[src/rtl/display_scan_ctrl.sv]
// Frame-read scan sequencer for the display DataPath: generates active/blank timing,
// the frame read index and ping-pong buffer selection/release.
module display_scan_ctrl #(
    parameter int CNT_W  = 10,
    parameter int ADDR_W = 16
) (
    input  logic              clk,
    input  logic              reset,
    input  logic              CSDisplay,
    input  logic [CNT_W-1:0]  HBOut_PD,
    input  logic [CNT_W-1:0]  VBOut_PD,
    input  logic [CNT_W-1:0]  AIPOut_PD,
    input  logic [CNT_W-1:0]  AILOut_PD,
    input  logic              Buf0Empty,
    input  logic              Buf1Empty,
    output logic              readFrame,
    output logic [ADDR_W-1:0] FrameRInd,
    output logic              BufSel,
    output logic [1:0]        BufRelease,
    output logic              HBlank,
    output logic              VBlank,
    output logic              FrameStart,
    output logic              Underrun,
    output logic              CfgErr
);

    localparam logic [2:0] IDLE     = 3'd0;
    localparam logic [2:0] WAIT_BUF = 3'd1;
    localparam logic [2:0] ACTIVE   = 3'd2;
    localparam logic [2:0] HBLK     = 3'd3;
    localparam logic [2:0] VBLK     = 3'd4;

    localparam int PROD_W = (2 * CNT_W > ADDR_W + 1) ? 2 * CNT_W : ADDR_W + 1;
    localparam logic [PROD_W-1:0] MAX_PIXELS = PROD_W'(1) << ADDR_W;
    localparam logic [CNT_W-1:0]  ONE        = CNT_W'(1);
    localparam logic [CNT_W:0]    ONE_X      = (CNT_W + 1)'(1);
    localparam logic [ADDR_W-1:0] ONE_A      = ADDR_W'(1);

    logic [2:0]        state;
    logic [CNT_W-1:0]  hb_q, vb_q, aip_q, ail_q;
    logic [CNT_W-1:0]  pix_cnt, line_cnt, vline_cnt;
    logic [CNT_W:0]    blk_cnt;
    logic [ADDR_W-1:0] idx;
    logic              buf_sel;
    logic [1:0]        buf_release;
    logic              underrun;
    logic              cfg_err;

    logic [PROD_W-1:0] pixel_count;
    logic [CNT_W:0]    vline_len;
    logic              cfg_in_ok;
    logic              last_pix, last_line, last_vline, hb_done, last_vclk;
    logic              line_end, frame_end, other_empty;

    // Legality is judged on the live inputs, since that is what gets latched this clock.
    always_comb begin
        pixel_count = PROD_W'(AIPOut_PD) * PROD_W'(AILOut_PD);
        cfg_in_ok   = (AIPOut_PD != '0) && (AILOut_PD != '0) && (pixel_count <= MAX_PIXELS);
        vline_len   = {1'b0, aip_q} + {1'b0, hb_q};
        last_pix    = (pix_cnt == aip_q - ONE);
        last_line   = (line_cnt == ail_q - ONE);
        last_vline  = (vline_cnt == vb_q - ONE);
        hb_done     = (blk_cnt == {1'b0, hb_q} - ONE_X);
        last_vclk   = (blk_cnt == vline_len - ONE_X);
        line_end    = ((state == ACTIVE) && last_pix && (hb_q == '0)) ||
                      ((state == HBLK) && hb_done);
        frame_end   = (line_end && last_line && (vb_q == '0)) ||
                      ((state == VBLK) && last_vclk && last_vline);
        other_empty = buf_sel ? Buf0Empty : Buf1Empty;
    end

    always_ff @(posedge clk or negedge reset) begin
        if (!reset) begin
            state       <= IDLE;
            hb_q        <= '0;
            vb_q        <= '0;
            aip_q       <= '0;
            ail_q       <= '0;
            pix_cnt     <= '0;
            line_cnt    <= '0;
            vline_cnt   <= '0;
            blk_cnt     <= '0;
            idx         <= '0;
            buf_sel     <= 1'b0;
            buf_release <= 2'b00;
            underrun    <= 1'b0;
            cfg_err     <= 1'b0;
        end else begin
            buf_release <= 2'b00;
            case (state)
                IDLE: begin
                    if (CSDisplay) begin
                        hb_q    <= HBOut_PD;
                        vb_q    <= VBOut_PD;
                        aip_q   <= AIPOut_PD;
                        ail_q   <= AILOut_PD;
                        cfg_err <= !cfg_in_ok;
                        if (cfg_in_ok) state <= WAIT_BUF;
                    end
                end
                WAIT_BUF: begin
                    if (!CSDisplay) begin
                        state <= IDLE;
                    end else if (!Buf0Empty || !Buf1Empty) begin
                        buf_sel  <= Buf0Empty;
                        pix_cnt  <= '0;
                        line_cnt <= '0;
                        idx      <= '0;
                        state    <= ACTIVE;
                    end
                end
                ACTIVE: begin
                    idx     <= idx + ONE_A;
                    pix_cnt <= pix_cnt + ONE;
                    if (last_pix && (hb_q != '0)) begin
                        blk_cnt <= '0;
                        state   <= HBLK;
                    end
                end
                HBLK: blk_cnt <= blk_cnt + ONE_X;
                VBLK: begin
                    if (last_vclk) begin
                        blk_cnt   <= '0;
                        vline_cnt <= vline_cnt + ONE;
                    end else begin
                        blk_cnt <= blk_cnt + ONE_X;
                    end
                end
                default: state <= IDLE;
            endcase

            // NOTE: the line/frame handling below deliberately overrides the per-state
            // assignments above; with non-blocking updates the last assignment wins.
            if (line_end && !frame_end) begin
                pix_cnt <= '0;
                if (last_line) begin
                    blk_cnt   <= '0;
                    vline_cnt <= '0;
                    state     <= VBLK;
                end else begin
                    line_cnt <= line_cnt + ONE;
                    state    <= ACTIVE;
                end
            end

            if (frame_end) begin
                pix_cnt  <= '0;
                line_cnt <= '0;
                idx      <= '0;
                if (CSDisplay) begin
                    hb_q  <= HBOut_PD;
                    vb_q  <= VBOut_PD;
                    aip_q <= AIPOut_PD;
                    ail_q <= AILOut_PD;
                end
                if (!CSDisplay) begin
                    buf_release[buf_sel] <= 1'b1;
                    buf_sel              <= 1'b0;
                    state                <= IDLE;
                end else if (!cfg_in_ok) begin
                    buf_release[buf_sel] <= 1'b1;
                    buf_sel              <= 1'b0;
                    cfg_err              <= 1'b1;
                    state                <= IDLE;
                end else if (!other_empty) begin
                    buf_release[buf_sel] <= 1'b1;
                    buf_sel              <= !buf_sel;
                    state                <= ACTIVE;
                end else begin
                    underrun <= 1'b1;
                    state    <= ACTIVE;
                end
            end
        end
    end

    // Outputs decode registered state only, so reset clears them without waiting for a clock.
    assign readFrame  = (state == ACTIVE);
    assign FrameRInd  = idx;
    assign BufSel     = buf_sel;
    assign BufRelease = buf_release;
    assign HBlank     = (state == HBLK) || ((state == VBLK) && (blk_cnt >= {1'b0, aip_q}));
    assign VBlank     = (state == VBLK);
    assign FrameStart = (state == ACTIVE) && (pix_cnt == '0) && (line_cnt == '0);
    assign Underrun   = underrun;
    assign CfgErr     = cfg_err;

endmodule

[config.mk]
export PLATFORM = sky130hd
export DESIGN_NAME = display_scan_ctrl
export DESIGN_NICKNAME = d
export VERILOG_FILES = /design/src/rtl/display_scan_ctrl.sv
export SDC_FILE = /design/constraint.sdc
export NUM_CORES = 1
export LEC_CHECK = 0
export CORE_ASPECT_RATIO = 1.75
export CORE_UTILIZATION = 35
export DETAILED_ROUTE_END_ITERATION = 6
export SYNTH_ARGS = -nofsm -noshare
export SYNTH_HDL_FRONTEND = slang
export SYNTH_SLANG_ARGS = --single-unit
[constraint.sdc]
create_clock -name clk -period 3.87 [get_ports clk]
set_clock_uncertainty 0.05 [all_clocks]
set_input_delay 1.161 -clock clk [delete_from_list [all_inputs] [get_ports clk]]
set_output_delay 1.161 -clock clk [all_outputs]
set_load 0.02 [all_outputs]
==> flow_results.org <==
** Cells and area
- Relative to the synthesized area, the layout overhead comes to 34.5%.
- The number of antenna diodes in the final layout is 0.
- The post-route netlist has 27.7% of its cells at a drive strength greater than 1.
- The layout has 2920 filler cells.
- For this run, the post-layout net count is 1658.
- Post-route non-filler standard cell count :: 1851

** Timing
- Final critical-path setup slack :: -2.05 ns
- The number of slew-limit violations in the final report was 0.
- Setup-failing EPs final :: 24
- Worst Tran Pin Value :: 0.771 ns
- Timing would allow up to 169 MHz.
- The number of failing hold endpoints at the final stage was 0.
- For the final routed database, the setup TNS stands at -13.83 ns.
- Setup repair after global routing missed its margin :: true
- The worst path uses 153% of the clock period.
- Fin crit period :: 5.92 ns
- In this run the tightest slew margin relative to its limit is 48.6%.

** CTS
- In this run, CTS created clock tree buffers numbering 9.
- The H-tree generated during clock tree synthesis spans 3 levels.
- After clock tree synthesis, the clock-pin slew on the worst setup and hold paths is 0.07 ns.
- In this run the clock root is driven by a sky130_fd_sc_hd__clkbuf_16.
- The tree built by TritonCTS fans out to 105 sinks.
- Maximum clock path buffer count :: 2
- TritonCTS built the clock tree.
- Clock latency on the worst-skew pair :: 0.38 ns

** Synth
- Cells after synthesis :: 1229
- Cells taking the most area after synthesis :: sky130_fd_sc_hd__dfrtp_1 24%, sky130_fd_sc_hd__fa_1 11%, sky130_fd_sc_hd__ha_1 11%
- After synthesis the cells add up to 11000 sq um.
- Fraction of synthesis flops using an asynchronous set or reset pin :: 100%
- In this run the mean area of a mapped cell was 8.93 sq um.
- Most used standard cell by instance count after synthesis :: sky130_fd_sc_hd__inv_1
- The number of nets handed over by synthesis was 1432.
- Count of flip-flops with a built-in enable after synthesis :: 0
- Proportion of synthesized chip area in sequential cells :: 23.9%
- During synthesis, Yosys emitted a total of 0 warnings.
- The largest total area in the synthesized netlist belongs to sky130_fd_sc_hd__dfrtp_1.
- In the synthesized netlist the dominant register cell turns out to be sky130_fd_sc_hd__dfrtp_1.
- The netlist uses 79 different library cells.
- Most common library cells after synthesis :: 123 x sky130_fd_sc_hd__inv_1, 122 x sky130_fd_sc_hd__nand2_1, 105 x sky130_fd_sc_hd__dfrtp_1, 95 x sky130_fd_sc_hd__ha_1, 74 x sky130_fd_sc_hd__nor2_1
- Share of the synthesized area in the top cell type :: 23.9%
- Number of storage elements in the synthesis netlist :: 105

** Pwr
- Net switching is 45.4% of the power.
- Power Density :: 777 nW/um^2
- Of the total power, the clock network draws 8.9%.
- The share of total power dissipated in sequential elements is 14.7%.
- Peak supply drop :: 613 uV
- Share of power burned in combinational logic :: 76.4%
- Design internal power :: 6.25 mW
- Sw Pwr :: 5.21 mW
- Total power after layout :: 11.5 mW
- Static leakage power :: 6.82 nW

** Global routing
- The number of antenna violations at the first check in global routing is 0.
- Overall Global Routing Usage :: 20.4%
- The first global-routing pass estimated 51300 um of wire.
- The via count of the first global-routing pass was 10300.
- Grt ovf :: 0
- Entering global routing, the biggest net connects 55 pins.

** Placement
- Final weighted congestion of routability-driven global placement :: 0.891
- Placed Cells incl. Taps :: 1795
- Port-buffer cells :: 69
- Detailed placement finished with a half-perimeter wire length of 25200 um.

** Worst setup path
- Critical path class :: primary input to register
- Largest delay share family, worst path :: adder cells
- Slowest stage cell, crit path :: sky130_fd_sc_hd__fa_1
- Peak fanout along the critical path :: 3
- Chain of cells forming the critical path :: buf_8 > buf_6 > buf_6 > buf_4 > and2_4 > fa_2 > ha_4 > ha_4 > inv_1 > fa_1 > inv_2 > fa_1 > ha_4 > a21o_1 > a21oi_2 > a211oi_2 > nor3_4 > buf_6 > o21ai_4 > xnor2_2 > a2111oi_2 > nand3_1 > a21oi_2 > mux2_4
- Crit path buf inv count :: 7
- The worst setup path is launched from a primary input.
- Endpoint type of the worst setup path :: register
- CP arrival :: 6.13 ns
- The largest single stage delay on the critical path is 0.58 ns.
- Worst endpoint required time :: 4.08 ns

** Floorplanning
- Core area :: 30800 sq um
- Full die area :: 32100 sq um
- For this design the top-level I/O count stands at 70.
- From left edge to right edge, the die measures 136 um.
- Overall die height :: 236 um
- The floorplan has 85 rows.
- Initial standard-cell utilization of the core :: 35.6%

** Route
- The first TritonRoute pass finished after 7 iterations.
- After detailed routing, the number of remaining DRC violations is 0.
- Number of design-rule violations left by the first detailed-router iteration :: 450
- Routed wire length :: 32600 um
- The detailed router placed 9909 vias in this run.
- Average wire length per cell after detail routing :: 17.6 um
- Ratio of routed vias to standard cells :: 5.35
- The count of nets left with antenna violations once routing finished came out at 0.

** Status
- Run status :: finished with violations
- The final reports fail on setup timing.

** Hold path
- Path category of the worst min-delay check :: register to register

** Flow run
- Number of maximum-capacitance violations :: 0
## layer usage
layer	GRT usage, %	share of wire (%)	wire, um	vias up
met3	1.63	1.9	614	92
met4	11.8	5.5	1790	0
li1	-	-	-	4703
met2	39.1	56	18400	208
met1	21.1	36	11900	4906
met5	0	0	0	-
## path summary, 6_finish.rpt
| check | end | startpoint | slack, ns | cells past startpoint |
|---|---|---|---|---|
| max in group asynchronous | FrameRInd[7] | reset | 2.20 | 2 |
| setup / recovery | state[0] | AILOut_PD[1] | -2.05 | 24 |
| min in group asynchronous | asynchronous set/reset pin | reset | 0.80 | 1 |
| hold / removal | CfgErr | CfgErr | 0.43 | 2 |
| setup reg to reg | register | register | -0.04 | 21 |
| hold reg to reg | CfgErr | CfgErr | 0.43 | 2 |
## cell usage in the layout, fill, tap and decap left out, types with 9 or more instances in the layout
cell type / instances
sky130_fd_sc_hd__or4_1: 10
sky130_fd_sc_hd__clkdlybuf4s50_1: 48
sky130_fd_sc_hd__ha_1: 75
sky130_fd_sc_hd__or3_1: 16
sky130_fd_sc_hd__and2_1: 38
sky130_fd_sc_hd__a21oi_2: 16
sky130_fd_sc_hd__xnor2_1: 62
sky130_fd_sc_hd__a21oi_1: 45
sky130_fd_sc_hd__mux2_4: 40
sky130_fd_sc_hd__nand4_1: 26
sky130_fd_sc_hd__dfrtp_1: 105
sky130_fd_sc_hd__ha_4: 20
sky130_fd_sc_hd__nor2_1: 73
sky130_fd_sc_hd__and3_1: 21
sky130_fd_sc_hd__nand2_2: 11
sky130_fd_sc_hd__nand3_1: 27
sky130_fd_sc_hd__fa_1: 57
sky130_fd_sc_hd__nand2b_1: 9
sky130_fd_sc_hd__nor4_1: 14
sky130_fd_sc_hd__nor2b_1: 10
sky130_fd_sc_hd__buf_4: 160
sky130_fd_sc_hd__xor2_1: 38
sky130_fd_sc_hd__buf_6: 29
sky130_fd_sc_hd__o21ai_0: 23
sky130_fd_sc_hd__clkbuf_16: 12
sky130_fd_sc_hd__nand2_1: 103
sky130_fd_sc_hd__nor3_1: 31
sky130_fd_sc_hd__inv_1: 115
## worst min-delay path: stages, from the launching register on
cell	delay (ns)
sky130_fd_sc_hd__dfrtp_1	0.35
sky130_fd_sc_hd__nand2_1	0.06
sky130_fd_sc_hd__o21ai_2	0.05
## cell type report
type                            instances  area, sq um  share of cell area, %
Multi-Input combinational cell        949         8450                   57.3
Sequential cell                       105         2630                   17.8
Timing Repair Buffer                  264         2380                   16.2
Tap cell                              391          489                   3.32
Inverter                              126          480                   3.26
Clock buffer                            9          225                   1.53
Clock inverter                          7         95.1                  0.645
## logic make-up (layout without fill, tap and decap cells)
group / Yosys count / in the layout / share of synthesized area, %
adders and majority gates: 158 / 158 / 22.3
DFF: 105 / 105 / 23.9
muxes: 46 / 46 / 6.02
xor gates and xnor gates: 103 / 103 / 8.22
AOI/OAI and AO/OA: 202 / 202 / 12.4
buffers and inverters: 175 / 406 / 6.36
and+or+nand+nor: 440 / 440 / 20.7
## stage by stage
stage	cell area, sq um	hold WS (ns)	utilization [%]	worst slack (ns)
2_1_floorplan	11300	0.431	-	-2.15
3_3_place_gp	13300	0.422	43.0	-2.93
3_5_place_dp	13300	0.426	43.0	-3.03
4_1_cts	14200	0.443	45.9	-2.07
5_1_grt	14800	0.475	47.8	-2.25
6_report	14800	0.431	47.8	-2.05
## power groups by stage
stage | Sequential (mW) | Clock [mW] | Combinational, mW
after floorplan | 1.71 | 0 | 4.98
after global placement | 1.69 | 0 | 7.19
after detailed placement | 1.69 | 0 | 7.31
after CTS | 1.68 | 1.04 | 8.02
after global routing | 1.73 | 1.08 | 9.55
final | 1.69 | 1.02 | 8.76
## what timing repair did
action | CTS | global route
hold buffers | 0 | 0
setup endpoints to repair | 77 | 78
pin swaps | 65 | 60
resized for setup | 166 | 96
setup buffers | 29 | 9
cloned | 1 | 4
Power figures use the tool's default switching activity.
